`src/rtl/fixed_alu_scheduler_pkg.sv`:
```
// Shared definitions for the fixed-point ALU scheduler.
//   - scheduler state encoding (SCH_*)
//   - response flag bit positions (FLG_*)
//   - ALU opcode values (OP_*), passed through to the ALU unchanged
//   - make_flags(): packs the four status bits into a rsp_flags word
package fixed_alu_scheduler_pkg;

  typedef enum logic [1:0] {
    SCH_IDLE  = 2'd0,
    SCH_ISSUE = 2'd1,
    SCH_WAIT  = 2'd2,
    SCH_RESP  = 2'd3
  } sch_state_e;

  localparam int FLG_OVF = 0;
  localparam int FLG_UNF = 1;
  localparam int FLG_DBZ = 2;
  localparam int FLG_TMO = 3;

  localparam logic [3:0] OP_ADD = 4'h0;
  localparam logic [3:0] OP_SUB = 4'h1;
  localparam logic [3:0] OP_MUL = 4'h2;
  localparam logic [3:0] OP_DIV = 4'h3;

  // Build a flag word with each status bit at its named position.
  function automatic logic [3:0] make_flags(input logic tmo, input logic dbz,
                                            input logic unf, input logic ovf);
    logic [3:0] f;
    f          = 4'b0000;
    f[FLG_TMO] = tmo;
    f[FLG_DBZ] = dbz;
    f[FLG_UNF] = unf;
    f[FLG_OVF] = ovf;
    return f;
  endfunction

endpackage

```
`src/rtl/fixed_alu_scheduler_rr_arbiter.sv`:
```
// Combinational round-robin arbiter.
// Searches req upward starting at last+1 (wrapping modulo N) and grants the
// first set bit.
//   req    [N-1:0]  : pending requests
//   last   [IW-1:0] : index of the most recently accepted requester
//   grant  [N-1:0]  : one-hot grant (all zero when req is zero)
//   gnt_id [IW-1:0] : index of the granted requester (0 when none)
module rr_arbiter #(
  parameter int N  = 4,
  parameter int IW = 2
) (
  input  logic [N-1:0]  req,
  input  logic [IW-1:0] last,
  output logic [N-1:0]  grant,
  output logic [IW-1:0] gnt_id
);

  logic [IW-1:0] idx_s;
  logic          found_s;
  logic          hit_s;

  // Rotating priority search; the first hit after 'last' wins.
  always_comb begin
    grant   = '0;
    gnt_id  = '0;
    found_s = 1'b0;
    idx_s   = '0;
    hit_s   = 1'b0;
    for (int k = 1; k <= N; k++) begin
      idx_s        = IW'((int'(last) + k) % N);
      hit_s        = !found_s && req[idx_s];
      grant[idx_s] = hit_s;
      gnt_id       = hit_s ? idx_s : gnt_id;
      found_s      = found_s | hit_s;
    end
  end

endmodule

```
`src/rtl/fixed_alu_scheduler.sv`:
```
// Shares one Q16.16 fixed-point ALU between NUM_REQ requesters.
// One operation is in flight at a time: IDLE arbitrates and accepts, ISSUE
// pulses alu_start, WAIT waits for alu_done (guarded by a watchdog), RESP
// holds the tagged response until the consumer takes it.
// Ports:
//   clk, reset                      : clock, synchronous active-high reset
//   req_valid/req_ready [NUM_REQ]   : per-requester handshake (ready one-hot)
//   req_a, req_b [32*NUM_REQ]       : Q16.16 operands, requester i at [32i+:32]
//   req_op [4*NUM_REQ]              : opcode per requester
//   rsp_valid/rsp_ready             : response handshake
//   rsp_id, rsp_result, rsp_flags   : response payload {tmo, dbz, unf, ovf}
//   alu_operand_a/b, alu_operation  : operands/opcode driven to the ALU
//   alu_start                       : one-cycle start pulse
//   alu_result, alu_done, alu_*     : ALU result and status
module fixed_alu_scheduler
  import fixed_alu_scheduler_pkg::*;
#(
  parameter int NUM_REQ = 4,
  parameter int TIMEOUT = 15,
  parameter int IDW     = $clog2(NUM_REQ)
) (
  input  logic                   clk,
  input  logic                   reset,
  input  logic [NUM_REQ-1:0]     req_valid,
  output logic [NUM_REQ-1:0]     req_ready,
  input  logic [32*NUM_REQ-1:0]  req_a,
  input  logic [32*NUM_REQ-1:0]  req_b,
  input  logic [4*NUM_REQ-1:0]   req_op,
  output logic                   rsp_valid,
  input  logic                   rsp_ready,
  output logic [IDW-1:0]         rsp_id,
  output logic [31:0]            rsp_result,
  output logic [3:0]             rsp_flags,
  output logic [31:0]            alu_operand_a,
  output logic [31:0]            alu_operand_b,
  output logic [3:0]             alu_operation,
  output logic                   alu_start,
  input  logic [31:0]            alu_result,
  input  logic                   alu_done,
  input  logic                   alu_overflow,
  input  logic                   alu_underflow,
  input  logic                   alu_div_by_zero
);

  // Watchdog count at which a WAIT cycle without done gives up.
  localparam logic [7:0] CNT_LAST = 8'(TIMEOUT - 1);

  sch_state_e        state_r;
  sch_state_e        next_state_s;
  logic [IDW-1:0]    last_r;
  logic [IDW-1:0]    id_r;
  logic [31:0]       a_r;
  logic [31:0]       b_r;
  logic [3:0]        op_r;
  logic [7:0]        cnt_r;
  logic [IDW-1:0]    rsp_id_r;
  logic [31:0]       rsp_result_r;
  logic [3:0]        rsp_flags_r;

  logic [NUM_REQ-1:0] grant_s;
  logic [IDW-1:0]     gnt_id_s;
  logic               accept_s;
  logic               wait_done_s;
  logic               wait_tmo_s;
  logic [31:0]        a_arr_s  [NUM_REQ];
  logic [31:0]        b_arr_s  [NUM_REQ];
  logic [3:0]         op_arr_s [NUM_REQ];

  rr_arbiter #(
    .N  (NUM_REQ),
    .IW (IDW)
  ) u_arb (
    .req    (req_valid),
    .last   (last_r),
    .grant  (grant_s),
    .gnt_id (gnt_id_s)
  );

  // Unpack the flat operand buses into per-requester arrays.
  always_comb begin
    for (int i = 0; i < NUM_REQ; i++) begin
      a_arr_s[i]  = req_a[32*i +: 32];
      b_arr_s[i]  = req_b[32*i +: 32];
      op_arr_s[i] = req_op[4*i +: 4];
    end
  end

  // Event decode; done takes priority over the watchdog in the same cycle.
  always_comb begin
    accept_s    = (state_r == SCH_IDLE) && (|grant_s);
    wait_done_s = (state_r == SCH_WAIT) && alu_done;
    wait_tmo_s  = (state_r == SCH_WAIT) && !alu_done && (cnt_r == CNT_LAST);
  end

  // State register.
  always_ff @(posedge clk) begin
    if (reset) begin
      state_r <= SCH_IDLE;
    end else begin
      state_r <= next_state_s;
    end
  end

  // Next-state logic.
  always_comb begin
    next_state_s = state_r;
    case (state_r)
      SCH_IDLE: begin
        if (accept_s) begin
          next_state_s = SCH_ISSUE;
        end else begin
          next_state_s = SCH_IDLE;
        end
      end
      SCH_ISSUE: next_state_s = SCH_WAIT;
      SCH_WAIT: begin
        if (wait_done_s || wait_tmo_s) begin
          next_state_s = SCH_RESP;
        end else begin
          next_state_s = SCH_WAIT;
        end
      end
      SCH_RESP: begin
        if (rsp_ready) begin
          next_state_s = SCH_IDLE;
        end else begin
          next_state_s = SCH_RESP;
        end
      end
      default: next_state_s = SCH_IDLE;
    endcase
  end

  // State-decoded outputs; req_ready is the live grant so the handshake
  // completes in the arbitration cycle itself.
  always_comb begin
    req_ready = '0;
    alu_start = 1'b0;
    rsp_valid = 1'b0;
    case (state_r)
      SCH_IDLE:  req_ready = grant_s;
      SCH_ISSUE: alu_start = 1'b1;
      SCH_WAIT:  alu_start = 1'b0;
      SCH_RESP:  rsp_valid = 1'b1;
      default:   req_ready = '0;
    endcase
  end

  // Operation latch, round-robin pointer, watchdog and response capture.
  always_ff @(posedge clk) begin
    if (reset) begin
      last_r       <= IDW'(NUM_REQ - 1);
      id_r         <= '0;
      a_r          <= 32'h0000_0000;
      b_r          <= 32'h0000_0000;
      op_r         <= 4'h0;
      cnt_r        <= 8'd0;
      rsp_id_r     <= '0;
      rsp_result_r <= 32'h0000_0000;
      rsp_flags_r  <= 4'b0000;
    end else begin
      case (state_r)
        SCH_IDLE: begin
          if (accept_s) begin
            a_r    <= a_arr_s[gnt_id_s];
            b_r    <= b_arr_s[gnt_id_s];
            op_r   <= op_arr_s[gnt_id_s];
            id_r   <= gnt_id_s;
            last_r <= gnt_id_s;
          end
        end
        SCH_ISSUE: cnt_r <= 8'd0;
        SCH_WAIT: begin
          cnt_r <= cnt_r + 8'd1;
          if (wait_done_s) begin
            rsp_id_r     <= id_r;
            rsp_result_r <= alu_result;
            rsp_flags_r  <= make_flags(1'b0, alu_div_by_zero, alu_underflow, alu_overflow);
          end else if (wait_tmo_s) begin
            rsp_id_r     <= id_r;
            rsp_result_r <= 32'h0000_0000;
            rsp_flags_r  <= make_flags(1'b1, 1'b0, 1'b0, 1'b0);
          end
        end
        SCH_RESP: cnt_r <= cnt_r;
        default:  cnt_r <= 8'd0;
      endcase
    end
  end

  assign alu_operand_a = a_r;
  assign alu_operand_b = b_r;
  assign alu_operation = op_r;
  assign rsp_id        = rsp_id_r;
  assign rsp_result    = rsp_result_r;
  assign rsp_flags     = rsp_flags_r;

endmodule

```
`config.mk`:
```
export PLATFORM = sky130hd
export DESIGN_NAME = fixed_alu_scheduler
export DESIGN_NICKNAME = d
export VERILOG_FILES = /design/src/rtl/fixed_alu_scheduler_pkg.sv /design/src/rtl/fixed_alu_scheduler_rr_arbiter.sv /design/src/rtl/fixed_alu_scheduler.sv
export SDC_FILE = /design/constraint.sdc
export NUM_CORES = 1
export LEC_CHECK = 0
export CORE_ASPECT_RATIO = 0.9
export CORE_MARGIN = 2
export CORE_UTILIZATION = 31
export CTS_BUF_LIST = sky130_fd_sc_hd__clkbuf_16
export CTS_CLUSTER_DIAMETER = 60
export DETAILED_ROUTE_END_ITERATION = 7
export HOLD_SLACK_MARGIN = 0.12
export PLACE_DENSITY = 0.69
export SYNTH_ARGS = -nofsm -noshare
export SYNTH_HDL_FRONTEND = slang
export SYNTH_SLANG_ARGS = --single-unit
```
`constraint.sdc`:
```
create_clock -name clk -period 4.73 [get_ports clk]
set_clock_uncertainty 0.15 [all_clocks]
set_input_delay 1.1825 -clock clk [delete_from_list [all_inputs] [get_ports clk]]
set_output_delay 1.1825 -clock clk [all_outputs]
set_load 0.005 [all_outputs]
```
==> results.yml, run 1 <==
outcome:
  status: "finished, final reports clean"
final_layout:
  final_nets: 1674
  drive_gt1_share_pct: 12.58
  syn2layout_area_growth_pct: 62.54
  instances_no_fill: 1714
power:
  max-vdd-ir-drop_v: 0.0004158
  p_leak_nw: 5.225
  p_per_area_nw_per_um2: 622.7
clocking:
  clk_latency_ns: 0.42
  cts_sinks: 120
  cts_buffers: 17
  clockBufferDepth: 2
  ctsRootBufferMaster: "clkbuf_16"
  ctsHtreeMaxLevel: 4
  clkSlewWorstSetupHoldPaths_ns: 0.07
  cts_hold_buf: 0
  tritoncts: "yes"
global_routing:
  use_met3_pct: 7.789
  grt_pass1_wl_um: 53890
  grt_util_met2_pct: 41.81
  grt_usage_pct: 24.08
  top_usage_layer: "met2"
  grt-ovfl-total: 0
  use_met1_pct: 28.06
  antenna_found_initial: 1
  grt_max_degree: 93
  grt_pass1_vias: 9594
die:
  dieHeight_um: 160.8
  die_x_um: 178.2
  num_rows: 57
  io-pin-count: 427
  dieArea_um2: 28670
  start_util_pct: 31.42
  core_area_um2: 26960
place:
  port_buffers: 426
  dp_cells: 1678
  gp_congestion: 0.8994
  hpwl_um: 24920
synth:
  synth.area.top_cells: "dfxtp_1, o41ai_2, a211oi_1, and3_1, o2111ai_1"
  async_reset_ff_share_pct: 0
  synth_area_um2: 8471
  synth_edf_count: 0
  synth_cells: 980
  ys_seq_elements: 120
  synth_area_per_cell_um2: 8.643
  syn-num-nets: 1308
  yosysTopAreaCellShare_pct: 28.36
  yosysSeqAreaShare_pct: 28.36
  ys.warnings.count: 0
  synth_flop_cell: "dfxtp_1"
  synth_cell_types: 49
  yosys.area.top_type: "dfxtp_1"
drt:
  vias: 9635
  routed_via_density: 5.621
  wl_um: 35560
  ant_nets: 0
  drtIter0Drc: 521
  drcViolationCount: 0
  routedWlPerCell_um: 20.75
  dr.pass1.iters: 5
worst_setup_path:
  worstSetupPathType: "in -> out"
  r2r-start: "last_r[0]$_SDFFE_PP1P_"
  cp-endpoint: "req_ready[1]"
  rr_worst_depth: 12
  reg2reg_to: "alu_operand_b[4]$_SDFFE_PP0P_"
  start_kind: "input port"
  arrival_ns: 3.32
  startpoint: "req_valid[1]"
  reg2reg_setup_slack_ns: 0.99
  required_ns: 3.40
  cp-end-kind: "output port"
  cp_max_fo: 3
timing:
  layout_min_cycle_time_ns: 4.648
  hold_viol_final: 0
  fin_hold_ws_ns: 0.3096
  timing.final.crit_share_pct: 98.26
  finalMaxSlewViolations: 0
  rsz0062_at_grt: "no"
  setup_violations: 0
  tightest_slew_ns: 0.8940
  max_freq_mhz: 215.2
  relSlewSlack_pct: 40.40
run:
  cap_violations: 0
worst_hold_path:
  hold_class: "reg -> reg"
layer usage:
| layer | share of wire, % | wire length (µm) | vias to the layer above |
|---|---|---|---|
| li1 | - | - | 4584 |
| met1 | 41 | 14470 | 4638 |
| met2 | 49 | 17450 | 357 |
| met3 | 8.0 | 2835 | 56 |
| met4 | 2.2 | 798 | 0 |
| met5 | 0 | 0 | - |
critical path: stages:
cell and delay [ns]:
dlygate4sd2_1 0.26, mux4_2 0.50, or3b_4 0.42, and3_1 0.19, a2111o_2 0.48, clkinv_4 0.06, dlygate4sd2_1 0.23
state kept, by name (all words and copies together), names as in the netlist:
register       flops
id_r               2
alu_operation      4
last_r             2
alu_operand_b     32
alu_operand_a     32
cnt_r              8
rsp_flags          4
rsp_id             2
state_r            2
rsp_result        32
cell families (layout without fill, tap and decap cells):
logic type      after synthesis  count (layout)  share of synthesized area (%)
buf+inv                     148             527                          7.474
compound gates              348             348                          37.71
mux                           8               8                          1.403
flops                       120             120                          28.36
xor+xnor                      4               4                         0.4135
simple gates                339             339                          22.72
fa+ha+maj                    13              13                          1.920
other cells                   0               1                              0
worst min-delay path by stage:
stage | startpoint | to | slack [ns] | depth (start not counted)
2_1_floorplan | id_r[0]$_SDFFE_PP0P_ | rsp_id[0]$_SDFFE_PP0P_ | 0.28 | 2
3_3_place_gp | rsp_flags[3]$_SDFFE_PP0P_ | rsp_flags[3]$_SDFFE_PP0P_ | 0.29 | 2
3_5_place_dp | rsp_flags[3]$_SDFFE_PP0P_ | rsp_flags[3]$_SDFFE_PP0P_ | 0.30 | 2
4_1_cts | rsp_flags[3]$_SDFFE_PP0P_ | rsp_flags[3]$_SDFFE_PP0P_ | 0.31 | 2
5_1_grt | rsp_result[14]$_SDFFE_PP0P_ | rsp_result[14]$_SDFFE_PP0P_ | 0.33 | 2
6_report | rsp_flags[3]$_SDFFE_PP0P_ | rsp_flags[3]$_SDFFE_PP0P_ | 0.31 | 2
repair_timing:
| item | in CTS | in global routing |
|---|---|---|
| gates cloned | 0 | 0 |
| endpoints found under the setup margin | 4 | 2 |
| buffers inserted | 2 | 1 |
| gates resized for setup | 9 | 1 |
| pin swaps | 1 | 2 |
metrics by stage:
step / utilization [%] / area, µm² / worst slack (ns) / setup TNS (ns) / total power [mW]
final: 51.07 / 13770 / 0.08235 / 0 / 8.574
after floorplan: - / 8471 / 0.3828 / 0 / 5.078
after global placement: 48.86 / 13170 / -0.3206 / -0.6536 / 7.207
after detailed placement: 48.86 / 13170 / -0.3623 / -0.8605 / 7.285
after CTS: 51.03 / 13760 / 0.007768 / 0 / 8.612
after global routing: 51.07 / 13770 / 0.007084 / 0 / 9.099
Yosys cell counts, types with 7 or more instances:
library cell	n
and3_1	139
nor2_1	15
inv_1	12
nand2_1	49
o2111ai_1	68
nand3_1	42
buf_6	9
nor2b_1	74
dfxtp_1	120
a21oi_1	44
a211oi_1	140
clkbuf_1	120
o41ai_2	67
ha_1	13
o21ai_0	7
placed cells by master, fill, tap and decap left out, types with 5 or more instances in the layout:
master and instances:
clkdlybuf4s50_1 417, a211oi_1 140, and3_1 139, dfxtp_1 120, nor2b_1 73, o2111ai_1 68
o41ai_2 67, nand2_1 48, buf_4 48, a21oi_1 44, nand3_1 42, clkbuf_16 17
nor2_1 15, inv_1 13, ha_1 13, o21ai_0 7, clkinv_4 7, dlygate4sd2_1 7
buf_12 7, nand4_1 5
where the power goes:
part	switching [mW]	leakage, nW	internal (mW)	total (mW)
clock network	0.553	0.282	0.735	1.29
logic	3.48	3.96	2.41	5.89
registers	0.117	0.984	1.28	1.40
total	4.15	5.23	4.42	8.57
area by class of cell:
class                           count  area [µm²]
Sequential cell                   120        2402
Multi-Input combinational cell    712        5533
Antenna cell                        1       2.502
Clock inverter                     15       145.1
Fill cell                        2558       13190
Tap cell                          354       442.9
Timing Repair Buffer              481        4760
Inverter                           14       57.56
Clock buffer                       17       425.4
Power figures use the tool's default switching activity.
==> inputs of run 2 (changes only) <==
--- a/config.mk
+++ b/config.mk
@@ -5,6 +5,7 @@
 export SDC_FILE = /design/constraint.sdc
 export NUM_CORES = 1
 export LEC_CHECK = 0
+export ABC_AREA = 1
 export CORE_ASPECT_RATIO = 0.9
 export CORE_MARGIN = 2
 export CORE_UTILIZATION = 31
@@ -12,6 +13,7 @@
 export CTS_CLUSTER_DIAMETER = 60
 export DETAILED_ROUTE_END_ITERATION = 7
 export HOLD_SLACK_MARGIN = 0.12
+export MAX_ROUTING_LAYER = met4
 export PLACE_DENSITY = 0.69
 export SYNTH_ARGS = -nofsm -noshare
 export SYNTH_HDL_FRONTEND = slang
==> results.yml, run 2 <==
timing:
  fin_hold_ws_ns: 0.3106
  tightest_slew_ns: 0.8658
  layout_min_cycle_time_ns: 4.459
  finalMaxSlewViolations: 0
  tns_ns: 0
  rsz0062_at_grt: "no"
  fin_ws_ns: 0.2715
  max_freq_mhz: 224.3
  hold_viol_final: 0
  relSlewSlack_pct: 42.28
  setup_violations: 0
  timing.final.crit_share_pct: 94.26
global_routing:
  grt_pass1_vias: 9329
  antenna_found_initial: 0
  grt_max_degree: 138
  grt_usage_pct: 21.77
  grt_pass1_wl_um: 48540
  grt-ovfl-total: 0
synth:
  synth_most_common_cell: "nand2_1"
  synthTopCellsByCount: "nand2_1, inv_1, nor2_1"
  ys_seq_elements: 120
  syn-num-nets: 1841
  synth.area.top_cells: "dfxtp_1, nand2_1, inv_1, nand3_1, nor2_1"
  synth_cell_types: 33
  synth_cells: 1513
  synth_flop_cell: "dfxtp_1"
  yosysTopAreaCellShare_pct: 28.09
  synth_area_per_cell_um2: 5.652
  ys.warnings.count: 0
  yosys.area.top_type: "dfxtp_1"
  synth_edf_count: 0
  synth_area_um2: 8552
  yosysSeqAreaShare_pct: 28.09
  async_reset_ff_share_pct: 0
drt:
  drtIter0Drc: 531
  drcViolationCount: 0
  vias: 10030
  ant_nets: 0
  routed_via_density: 4.456
  dr.pass1.iters: 5
  routedWlPerCell_um: 13.85
  wl_um: 31190
final_layout:
  final_cell_mix: "nand2_1, clkdlybuf4s50_1, inv_1"
  final_nets: 2212
  antenna_cells: 0
  nFillCells: 2760
  drive_gt1_share_pct: 3.637
  instances_no_fill: 2251
  syn2layout_area_growth_pct: 58.58
  final_common_cell: "nand2_1"
power:
  finalPower_mw: 9.839
  p_leak_nw: 6.711
  p_per_area_nw_per_um2: 725.5
  max-vdd-ir-drop_v: 0.0007365
worst_setup_path:
  required_ns: 3.40
  r2r-start: "last_r[0]$_SDFFE_PP1P_"
  arrival_ns: 3.13
  crit_buf_inv: 3
  cp_max_fo: 6
  start_kind: "input port"
  reg2reg_to: "alu_operand_a[9]$_SDFFE_PP0P_"
  crit_slowest_cell: "clkdlybuf4s50_1"
  startpoint: "req_valid[2]"
  cp-end-kind: "output port"
  cp_top_family: "buffers and inverters"
  worstSetupPathType: "in -> out"
  rr_worst_depth: 14
  max_stage_delay_ns: 0.52
  reg2reg_setup_slack_ns: 1.33
  worstPathCellList: "clkdlybuf4s50_1, inv_1, nand2_1, nand3_2, nand2_4, nor2_4, nor2_1, nor2_1, nand3_1, a21oi_1, clkdlybuf4s50_1"
clocking:
  tritoncts: "yes"
  ctsResizeCount: 0
  ctsHtreeMaxLevel: 4
  clockBufferDepth: 2
  ctsRootBufferMaster: "clkbuf_16"
  clkSlewWorstSetupHoldPaths_ns: 0.07
  clk_latency_ns: 0.41
  cts_buffers: 17
  postCtsSetupRepairBufs: 0
  cts_sinks: 120
  cts_hold_buf: 0
die:
  dieArea_um2: 28930
  io-pin-count: 427
  start_util_pct: 31.64
  core_area_um2: 27030
  dieHeight_um: 161.6
  num_rows: 57
  die_x_um: 179.1
place:
  port_buffers: 426
  gp_congestion: 0.9070
  pre_cts_ws_ns: 0.2894
  dp_cells: 2219
  hpwl_um: 23020
outcome:
  status: "finished, final reports clean"
worst_hold_path:
  worstHoldEndpoint: "rsp_result[25]$_SDFFE_PP0P_"
  hold_depth: 2
  holdCritStartpoint: "rsp_result[25]$_SDFFE_PP0P_"
  hold_class: "reg -> reg"
run:
  cap_violations: 0
==> run 2: tightest hold or removal path, cell delays in order (launching register included) <==
cell	delay [ns]
dfxtp_1	0.31
nand2_1	0.06
a21oi_1	0.05
==> run 2: cells by family after synthesis <==
kind of cell | synth area share [%]
AO/OA/AOI/OAI | 3.336
AND/OR/NAND/NOR | 47.49
XOR/XNOR | 0.2049
buffers and inverters | 18.98
flip-flops | 28.09
adder cells (fa/ha/maj) | 1.902
==> run 2: how the worst max path moves through the flow <==
stage / endpoint / slack, ns / cells past startpoint
2_1_floorplan: req_ready[2] / 1.39 / 9
3_3_place_gp: req_ready[3] / 0.28 / 11
3_5_place_dp: req_ready[3] / 0.29 / 11
4_1_cts: req_ready[3] / 0.28 / 11
5_1_grt: req_ready[3] / 0.11 / 11
6_report: req_ready[3] / 0.27 / 11
==> run 2: metrics by stage <==
| step | utilization (%) | cell area (µm²) |
|---|---|---|
| floorplan | - | 8552 |
| global placement | 47.94 | 12960 |
| detailed placement | 47.94 | 12960 |
| CTS | 50.17 | 13560 |
| global route | 50.17 | 13560 |
| finish | 50.17 | 13560 |
==> run 2: final cells by class <==
type | count | area, µm² | area share [%]
sequential | 120 | 2402 | 17.71
inverter | 307 | 1155 | 8.516
multi-input combinational | 1001 | 4549 | 33.55
timing repair buffer | 437 | 4409 | 32.51
clock buffer | 17 | 425.4 | 3.137
tap | 354 | 442.9 | 3.266
clock inverter | 15 | 177.7 | 1.310
==> run 2: per-layer routing <==
layer  wire length, µm  global-route usage [%]
met4               588                   5.765
met3              2121                   4.755
met1             13770                   27.16
met2             14700                   35.47
met5                 0                       -
==> run 2: power breakdown <==
part | total (mW) | switching [mW] | internal (mW)
combinational | 7.05 | 4.44 | 2.60
clock | 1.33 | 0.571 | 0.757
sequential | 1.46 | 0.152 | 1.31
